[src/rtl/alu_issue.sv]
// ALU issue stage: decodes a request, drives ALU_Top for the op's settle time,
// then holds the captured result on a valid/ready response channel.
module alu_issue #(
    parameter int unsigned MUL_LAT  = 2,
    parameter int unsigned DIV_LAT  = 8,
    parameter int unsigned BASE_LAT = 1
) (
    input  logic        clk,
    input  logic        rst,
    input  logic        req_valid,
    output logic        req_ready,
    input  logic [1:0]  req_aluop,
    input  logic [2:0]  req_funct3,
    input  logic [6:0]  req_funct7,
    input  logic [63:0] req_a,
    input  logic [63:0] req_b,
    output logic [63:0] alu_in1,
    output logic [63:0] alu_in2,
    output logic [3:0]  alu_ctrl,
    input  logic [63:0] alu_result,
    input  logic        alu_zero,
    input  logic        alu_ovf,
    output logic        rsp_valid,
    input  logic        rsp_ready,
    output logic [63:0] rsp_result,
    output logic        rsp_zero,
    output logic        rsp_ovf,
    output logic        rsp_illegal
);

    localparam logic [3:0] CTRL_AND = 4'b0000;
    localparam logic [3:0] CTRL_OR  = 4'b0001;
    localparam logic [3:0] CTRL_ADD = 4'b0010;
    localparam logic [3:0] CTRL_DIV = 4'b0011;
    localparam logic [3:0] CTRL_SUB = 4'b0110;
    localparam logic [3:0] CTRL_MUL = 4'b0111;
    localparam logic [3:0] CTRL_NOP = 4'b1111;

    // Countdown preloads are latency minus one: the capture edge is the last of L edges.
    localparam logic [3:0] MUL_CNT  = 4'(MUL_LAT - 1);
    localparam logic [3:0] DIV_CNT  = 4'(DIV_LAT - 1);
    localparam logic [3:0] BASE_CNT = 4'(BASE_LAT - 1);

    typedef enum logic [1:0] {
        IDLE = 2'd0,
        EXEC = 2'd1,
        RESP = 2'd2
    } state_t;

    state_t      state_q;
    logic [3:0]  cnt_q;
    logic        req_ready_q;
    logic [63:0] alu_in1_q;
    logic [63:0] alu_in2_q;
    logic [3:0]  alu_ctrl_q;
    logic        rsp_valid_q;
    logic [63:0] rsp_result_q;
    logic        rsp_zero_q;
    logic        rsp_ovf_q;
    logic        rsp_illegal_q;

    logic [3:0]  dec_ctrl_s;
    logic        dec_illegal_s;
    logic [3:0]  dec_cnt_s;

    // Request decode: aluop/funct fields to ALU control code, legality and settle count.
    always_comb begin
        dec_ctrl_s    = CTRL_NOP;
        dec_illegal_s = 1'b0;
        case (req_aluop)
            2'b00: dec_ctrl_s = CTRL_ADD;
            2'b01: dec_ctrl_s = CTRL_SUB;
            2'b10: begin
                case ({req_funct7, req_funct3})
                    {7'b0000000, 3'b000}: dec_ctrl_s = CTRL_ADD;
                    {7'b0100000, 3'b000}: dec_ctrl_s = CTRL_SUB;
                    {7'b0000001, 3'b000}: dec_ctrl_s = CTRL_MUL;
                    {7'b0000001, 3'b100}: dec_ctrl_s = CTRL_DIV;
                    {7'b0000000, 3'b111}: dec_ctrl_s = CTRL_AND;
                    {7'b0000000, 3'b110}: dec_ctrl_s = CTRL_OR;
                    default:              dec_illegal_s = 1'b1;
                endcase
            end
            default: dec_illegal_s = 1'b1;
        endcase
        case (dec_ctrl_s)
            CTRL_MUL: dec_cnt_s = MUL_CNT;
            CTRL_DIV: dec_cnt_s = DIV_CNT;
            default:  dec_cnt_s = BASE_CNT;
        endcase
    end

    // Issue FSM with all outputs registered.
    always_ff @(posedge clk or posedge rst) begin
        if (rst) begin
            state_q       <= IDLE;
            cnt_q         <= 4'd0;
            req_ready_q   <= 1'b1;
            alu_in1_q     <= 64'd0;
            alu_in2_q     <= 64'd0;
            alu_ctrl_q    <= CTRL_NOP;
            rsp_valid_q   <= 1'b0;
            rsp_result_q  <= 64'd0;
            rsp_zero_q    <= 1'b0;
            rsp_ovf_q     <= 1'b0;
            rsp_illegal_q <= 1'b0;
        end else begin
            case (state_q)
                IDLE: begin
                    if (req_valid) begin
                        alu_in1_q   <= req_a;
                        alu_in2_q   <= req_b;
                        req_ready_q <= 1'b0;
                        if (dec_illegal_s) begin
                            alu_ctrl_q    <= CTRL_NOP;
                            rsp_result_q  <= 64'd0;
                            rsp_zero_q    <= 1'b0;
                            rsp_ovf_q     <= 1'b0;
                            rsp_illegal_q <= 1'b1;
                            rsp_valid_q   <= 1'b1;
                            state_q       <= RESP;
                        end else begin
                            alu_ctrl_q <= dec_ctrl_s;
                            cnt_q      <= dec_cnt_s;
                            state_q    <= EXEC;
                        end
                    end
                end
                EXEC: begin
                    if (cnt_q == 4'd0) begin
                        rsp_result_q  <= alu_result;
                        rsp_zero_q    <= alu_zero;
                        rsp_ovf_q     <= alu_ovf;
                        rsp_illegal_q <= 1'b0;
                        rsp_valid_q   <= 1'b1;
                        alu_ctrl_q    <= CTRL_NOP;
                        state_q       <= RESP;
                    end else begin
                        cnt_q <= cnt_q - 4'd1;
                    end
                end
                RESP: begin
                    // req_ready rises only after the handshake edge, so no same-cycle accept.
                    if (rsp_ready) begin
                        rsp_valid_q <= 1'b0;
                        req_ready_q <= 1'b1;
                        state_q     <= IDLE;
                    end
                end
                default: begin
                    state_q     <= IDLE;
                    rsp_valid_q <= 1'b0;
                    req_ready_q <= 1'b1;
                    alu_ctrl_q  <= CTRL_NOP;
                end
            endcase
        end
    end

    assign req_ready   = req_ready_q;
    assign alu_in1     = alu_in1_q;
    assign alu_in2     = alu_in2_q;
    assign alu_ctrl    = alu_ctrl_q;
    assign rsp_valid   = rsp_valid_q;
    assign rsp_result  = rsp_result_q;
    assign rsp_zero    = rsp_zero_q;
    assign rsp_ovf     = rsp_ovf_q;
    assign rsp_illegal = rsp_illegal_q;

endmodule
[config.mk]
export PLATFORM = sky130hd
export DESIGN_NAME = alu_issue
export DESIGN_NICKNAME = d
export VERILOG_FILES = /design/src/rtl/alu_issue.sv
export SDC_FILE = /design/constraint.sdc
export NUM_CORES = 1
export LEC_CHECK = 0
export ABC_AREA = 1
export BUFFER_PORTS_ARGS = -buffer_cell sky130_fd_sc_hd__buf_2
export CORE_AREA = 2 2 158 160
export CTS_CLUSTER_SIZE = 14
export DETAILED_ROUTE_END_ITERATION = 12
export DIE_AREA = 0 0 160 162
export SYNTH_ARGS = -nofsm -noshare
export SYNTH_HDL_FRONTEND = slang
export SYNTH_SLANG_ARGS = --single-unit
[constraint.sdc]
create_clock -name clk -period 7.8 [get_ports clk]
set_input_delay 0.39 -clock clk [delete_from_list [all_inputs] [get_ports clk]]
set_output_delay 0.39 -clock clk [all_outputs]
set_load 0.01 [all_outputs]
* Yosys cells after proc, flatten, opt, wreduce, memory -nomap -nowiden
Cells that the tools add are included.
** Operators by class
- Reductions and logical operators :: 14
- Add/sub/neg operators :: 1
- Equality and inequality tests :: 17
- Mux-type cells :: 38
- Bitwise logic cells :: 2
** Operators with widths (count)
- 64-bit two-way mux :: 3
- 64-bit case mux with 2 select lines :: 1
- 4-bit two-way mux :: 6
- 4-bit case mux with 3 select lines :: 2
- 4-bit case mux with 6 select lines :: 1
- 10-bit by 3-bit == test with 1-bit output, second input constant :: 2
- 10-bit by 4-bit == test with 1-bit output, second input constant :: 2
- 1-bit two-way mux :: 12
- 2-bit != test, second input constant :: 6
- 4-bit AND reduction :: 3
- 10-bit by 9-bit == test with 1-bit output, second input constant :: 1
- 10-bit zero test :: 1
- 3-bit AND reduction :: 3
- 2-bit two-way mux :: 4
- 1-bit case mux with 2 select lines :: 4
- 4-bit case mux with 2 select lines :: 1
- 1-bit case mux with 3 select lines :: 2
- 2-bit case mux with 3 select lines :: 1
- 3-bit case mux with 2 select lines :: 1
- 6-bit OR reduction :: 1
- 2-bit by 1-bit == test with 1-bit output, second input constant :: 2
- 2-bit == test, second input constant :: 2
- 4-bit by 2-bit == test with 1-bit output, second input constant :: 1
- 4-bit by 3-bit == test with 1-bit output, second input constant :: 1
- other kinds (7) :: 9
** Storage, ports and cells
- Bits of input ports :: 210
- Bits in registers :: 207
- Logic and storage cells :: 83
- Output and inout port bits :: 201

* Longest topological paths before layout
- Depth in word-level cells :: 8
- Gate-level depth with buffers :: 13
- Mapped depth without buffers :: 11

* Least setup slack after synthesis
OpenSTA, ideal clock, no wires.
- Kind :: register -> register
- Start :: register cnt_q[0]
- End :: register rsp_result_q[29] (netlist: rsp_result[29])
- Path buffers :: 2
- Clock period less this slack :: 1.773 ns
- Arrival time :: 1.643 ns
- Setup time :: 0.130 ns
- Cell stages (with the launch flop) :: 13
- Data required time :: 7.670 ns
- Path slack :: 6.027 ns
- Path through :: dfrtp_1 > inv_1 > ha_1 > inv_1 > or2_1 > o21ai_1 > nand2_1 > inv_2 > nand3_4 > buf_6 > buf_6 > nand2_1 > o21ai_1
** On the way
- Word-level cells in the longest chain between the ends :: 3
** Ends and longest elaborated chain
- start: declaration :: line 51 : logic [3:0] cnt_q;
- start signal: assignment :: line 124 : cnt_q <= dec_cnt_s;
- start signal: assignment :: line 139 : cnt_q <= cnt_q - 4'd1;
- 4-bit zero test :: line 130 : if (cnt_q == 4'd0) begin
- 2-bit != test (no source line)
- 4-bit AND reduction (no source line)
- end signal: assignment :: line 131 : rsp_result_q <= alu_result;
- end: declaration :: line 57 : logic [63:0] rsp_result_q;
No other way between the ends.
A chain may end at the register's enable or synchronous reset.

* Final worst setup path
- Start :: register state_q[1]
- End :: register alu_in2_q[45] (netlist: alu_in2[45])
** On the way
- Word-level cells in the longest chain between the ends :: 2
** Ends and longest elaborated chain
- start: declaration :: line 50 : state_t state_q;
- start signal: assignment :: line 96 : state_q <= IDLE;
- start signal: assignment :: line 121 : state_q <= RESP;
- start signal: assignment :: line 125 : state_q <= EXEC;
- 2-bit zero test :: line 108 : case (state_q)
- 2-bit AND reduction (no source line)
- end signal: assignment :: line 112 : alu_in2_q <= req_b;
- end: declaration :: line 54 : logic [63:0] alu_in2_q;
No other way between the ends.

==> flow_metrics.py <==
metrics = {
    "sta": {
        "maxSlewViolCount": 0,
        "timing.fmax_mhz": 334,
        "finalSetupTns_ps": 0,
        "min_period_ps": 3000,
        "clock_skew_ps": 8.82,
        "timing.slew.headroom_pct": 36.8,
        "worst_slew_pin_slew_ps": 949,
        "fin_crit_sh_pct": 38.4,
        "hold_ws_ps": 68.1,
        "finalHoldViolCount": 0,
        "rsz0062_at_grt": "no",
        "setup_viol": 0,
    },
    "routing": {
        "drt-wirelength-per-cell_um": 14.3,
        "wirelength_um": 24100,
        "drt-vias-per-instance": 4.35,
        "via_count": 7315,
        "drtIter0Drc": 471,
        "ant_nets": 0,
        "drc": 0,
        "firstDrtPassIters": 4,
    },
    "hold_path": {
        "hold_class": "in2reg",
    },
    "logic_synthesis": {
        "synth.distinct_cells": 27,
        "synthArstFlopShare_pct": 100,
        "synth-seq-cells": 207,
        "ys_seq_area_share_pct": 63.4,
        "synth_cells": 942,
        "synth_edf_count": 0,
        "yosys_warnings": 0,
        "yosysTopAreaCell": "dfrtp_1",
        "syn_area_per_cell_um2": 8.68,
        "syn_nets": 1153,
        "synth_top_area_share_pct": 61.8,
        "synth_area_um2": 8180,
        "synthFlopType": "dfrtp_1",
        "synth_area_leaders": "dfrtp_1 (62%), nand2_1 (22%), inv_1 (4.2%)",
    },
    "grt": {
        "antenna_found_initial": 5,
        "gr-total-overflow": 0,
        "grt_max_degree": 135,
        "grt_pass1_wl_um": 38100,
        "grt_pass1_vias": 7321,
        "grt_use_total_pct": 18.1,
    },
    "worst_setup_path": {
        "worstSetupEndpointType": "register",
        "arrival_ps": 3440,
        "critPathMaxFanout": 77,
        "critPathKind": "reg2reg",
        "required_ps": 8250,
        "start_kind": "register",
    },
    "clocking": {
        "cts_max_path_buffers": 3,
        "cts_resized": 0,
        "htree_levels": 1,
        "clock_sinks": 207,
        "postCtsSetupRepairBufs": 0,
        "cts_made_buffers": 24,
        "cts-root-buf": "clkbuf_16",
        "cts_tree": "yes",
        "clock_latency_ps": 510,
        "cts_hold_buf": 0,
        "cts.clk_slew.worst_paths_ps": 60,
    },
    "pwr": {
        "power_density_nw_per_um2": 414,
        "p_leak_nw": 6.76,
        "irDropWorstVdd_mv": 0.200,
    },
    "placement": {
        "place.port_buffers": 410,
        "place.gp.congestion": 0.837,
        "hpwl_um": 16800,
    },
    "cells_and_area": {
        "layout.nets": 1550,
        "regArea_um2": 5190,
        "fillers": 2425,
        "multi_input_area_um2": 2440,
        "drive_gt1_share_pct": 34.8,
        "area_growth_pct": 38.8,
    },
    "floorplan": {
        "chipWidth_um": 160,
        "coreArea_um2": 24100,
        "fp.dieH_um": 162,
        "initial_utilization_pct": 33.9,
        "row_count": 57,
        "dieArea_um2": 25900,
        "ios": 411,
    },
    "run_status": {
        "status": "completed",
    },
    "run": {
        "max_cap_viol_count": 0,
    },
}
-- Yosys cell counts (3+ instances only) --
library cell / count
nand2_1: 472
dfrtp_1: 202
dfstp_2: 5
nor2_1: 20
nand3_1: 9
buf_6: 3
nand2_2: 4
inv_1: 92
o21ai_0: 60
clkbuf_1: 22
a21oi_1: 8
nand3b_1: 3
o21ai_1: 11
buf_2: 16
-- cell families after synthesis --
kind of cell	share of synthesized area [%]
flip-flops	63.4
XOR/XNOR	0.107
AO/OA/AOI/OAI	5.13
buffers and inverters	6.76
adder cells (fa/ha/maj)	0.153
AND/OR/NAND/NOR	24.4
-- path summary, 6_finish.rpt --
kind	startpoint	endpoint	slack [ps]	cells past startpoint
worst max-delay path	state_q[1]	alu_in2[45]	4800	6
worst max register to register	state_q[1]	alu_in2[45]	4800	6
min in group asynchronous	rst	rsp_result[56]	80	2
worst min register to register	alu_in1[15]	alu_in1[15]	470	2
max in group asynchronous	rst	alu_in1[15]	6120	3
worst min-delay path	req_b[30]	alu_in2[30]	70	3
-- area by class of cell --
type                       count  area share, %
sequential                   207           45.7
tap                          324           3.57
multi-input combinational    599           21.5
antenna                        3         0.0662
inverter                      93           3.16
timing repair buffer         414           18.4
clock buffer                  30           6.12
clock inverter                12           1.48
-- worst max-delay path, cell delays in order, from the launching register on --
cell	delay [ps]
dfrtp_1	430
nor2_1	370
nand2_4	490
inv_4	630
buf_4	700
nand2_1	150
nand2_1	100
-- power breakdown --
| group | total, mW | switching, mW | internal [mW] |
|---|---|---|---|
| Sequential | 1.82 | 0.256 | 1.56 |
| Clock | 1.20 | 0.443 | 0.760 |
| Combinational | 1.67 | 1.05 | 0.617 |
| Total | 4.69 | 1.75 | 2.94 |
-- layer usage --
layer | vias up | routed length, um | share of wire [%] | global-route usage (%)
met5 | - | 24 | 0.10 | 0
met4 | 4 | 721 | 3.0 | 6.59
met3 | 57 | 2030 | 8.4 | 4.65
met2 | 301 | 11400 | 47 | 29.7
met1 | 3319 | 9920 | 41 | 23.2
li1 | 3634 | - | - | -
-- layout by cell type (no fill, tap or decap), types with 2 or more instances in the layout --
master	count
a21oi_1	8
buf_2	410
buf_4	4
bufinv_16	4
clkbuf_16	25
clkbuf_8	5
clkinv_2	6
clkinv_4	2
dfrtp_1	202
dfstp_2	5
diode_2	3
inv_1	90
nand2_1	471
nand2_2	4
nand3_1	9
nand3b_1	3
nor2_1	20
nor3_1	2
o21ai_0	60
o21ai_1	11
-- sequential cells by signal, summed over array words and instances, names as in the netlist --
name / count
alu_in1: 64
alu_ctrl: 4
cnt_q: 4
state_q: 2
rsp_result: 64
rsp_illegal: 1
rsp_valid: 1
rsp_zero: 1
req_ready: 1
alu_in2: 64
rsp_ovf: 1
-- per-stage QoR --
step | cell area, um^2 | instances | total power, mW | worst slack (ps) | utilization [%]
after floorplan | 8180 | 942 | 2.77 | 1770 | -
after global placement | 10500 | 1637 | 3.49 | 4850 | 43.5
after detailed placement | 10500 | 1637 | 3.53 | 4700 | 43.5
after CTS | 11300 | 1679 | 4.77 | 4700 | 47.0
after global routing | 11300 | 1682 | 5.04 | 4450 | 47.1
final | 11300 | 1682 | 4.69 | 4800 | 47.1
Power figures use the tool's default switching activity.
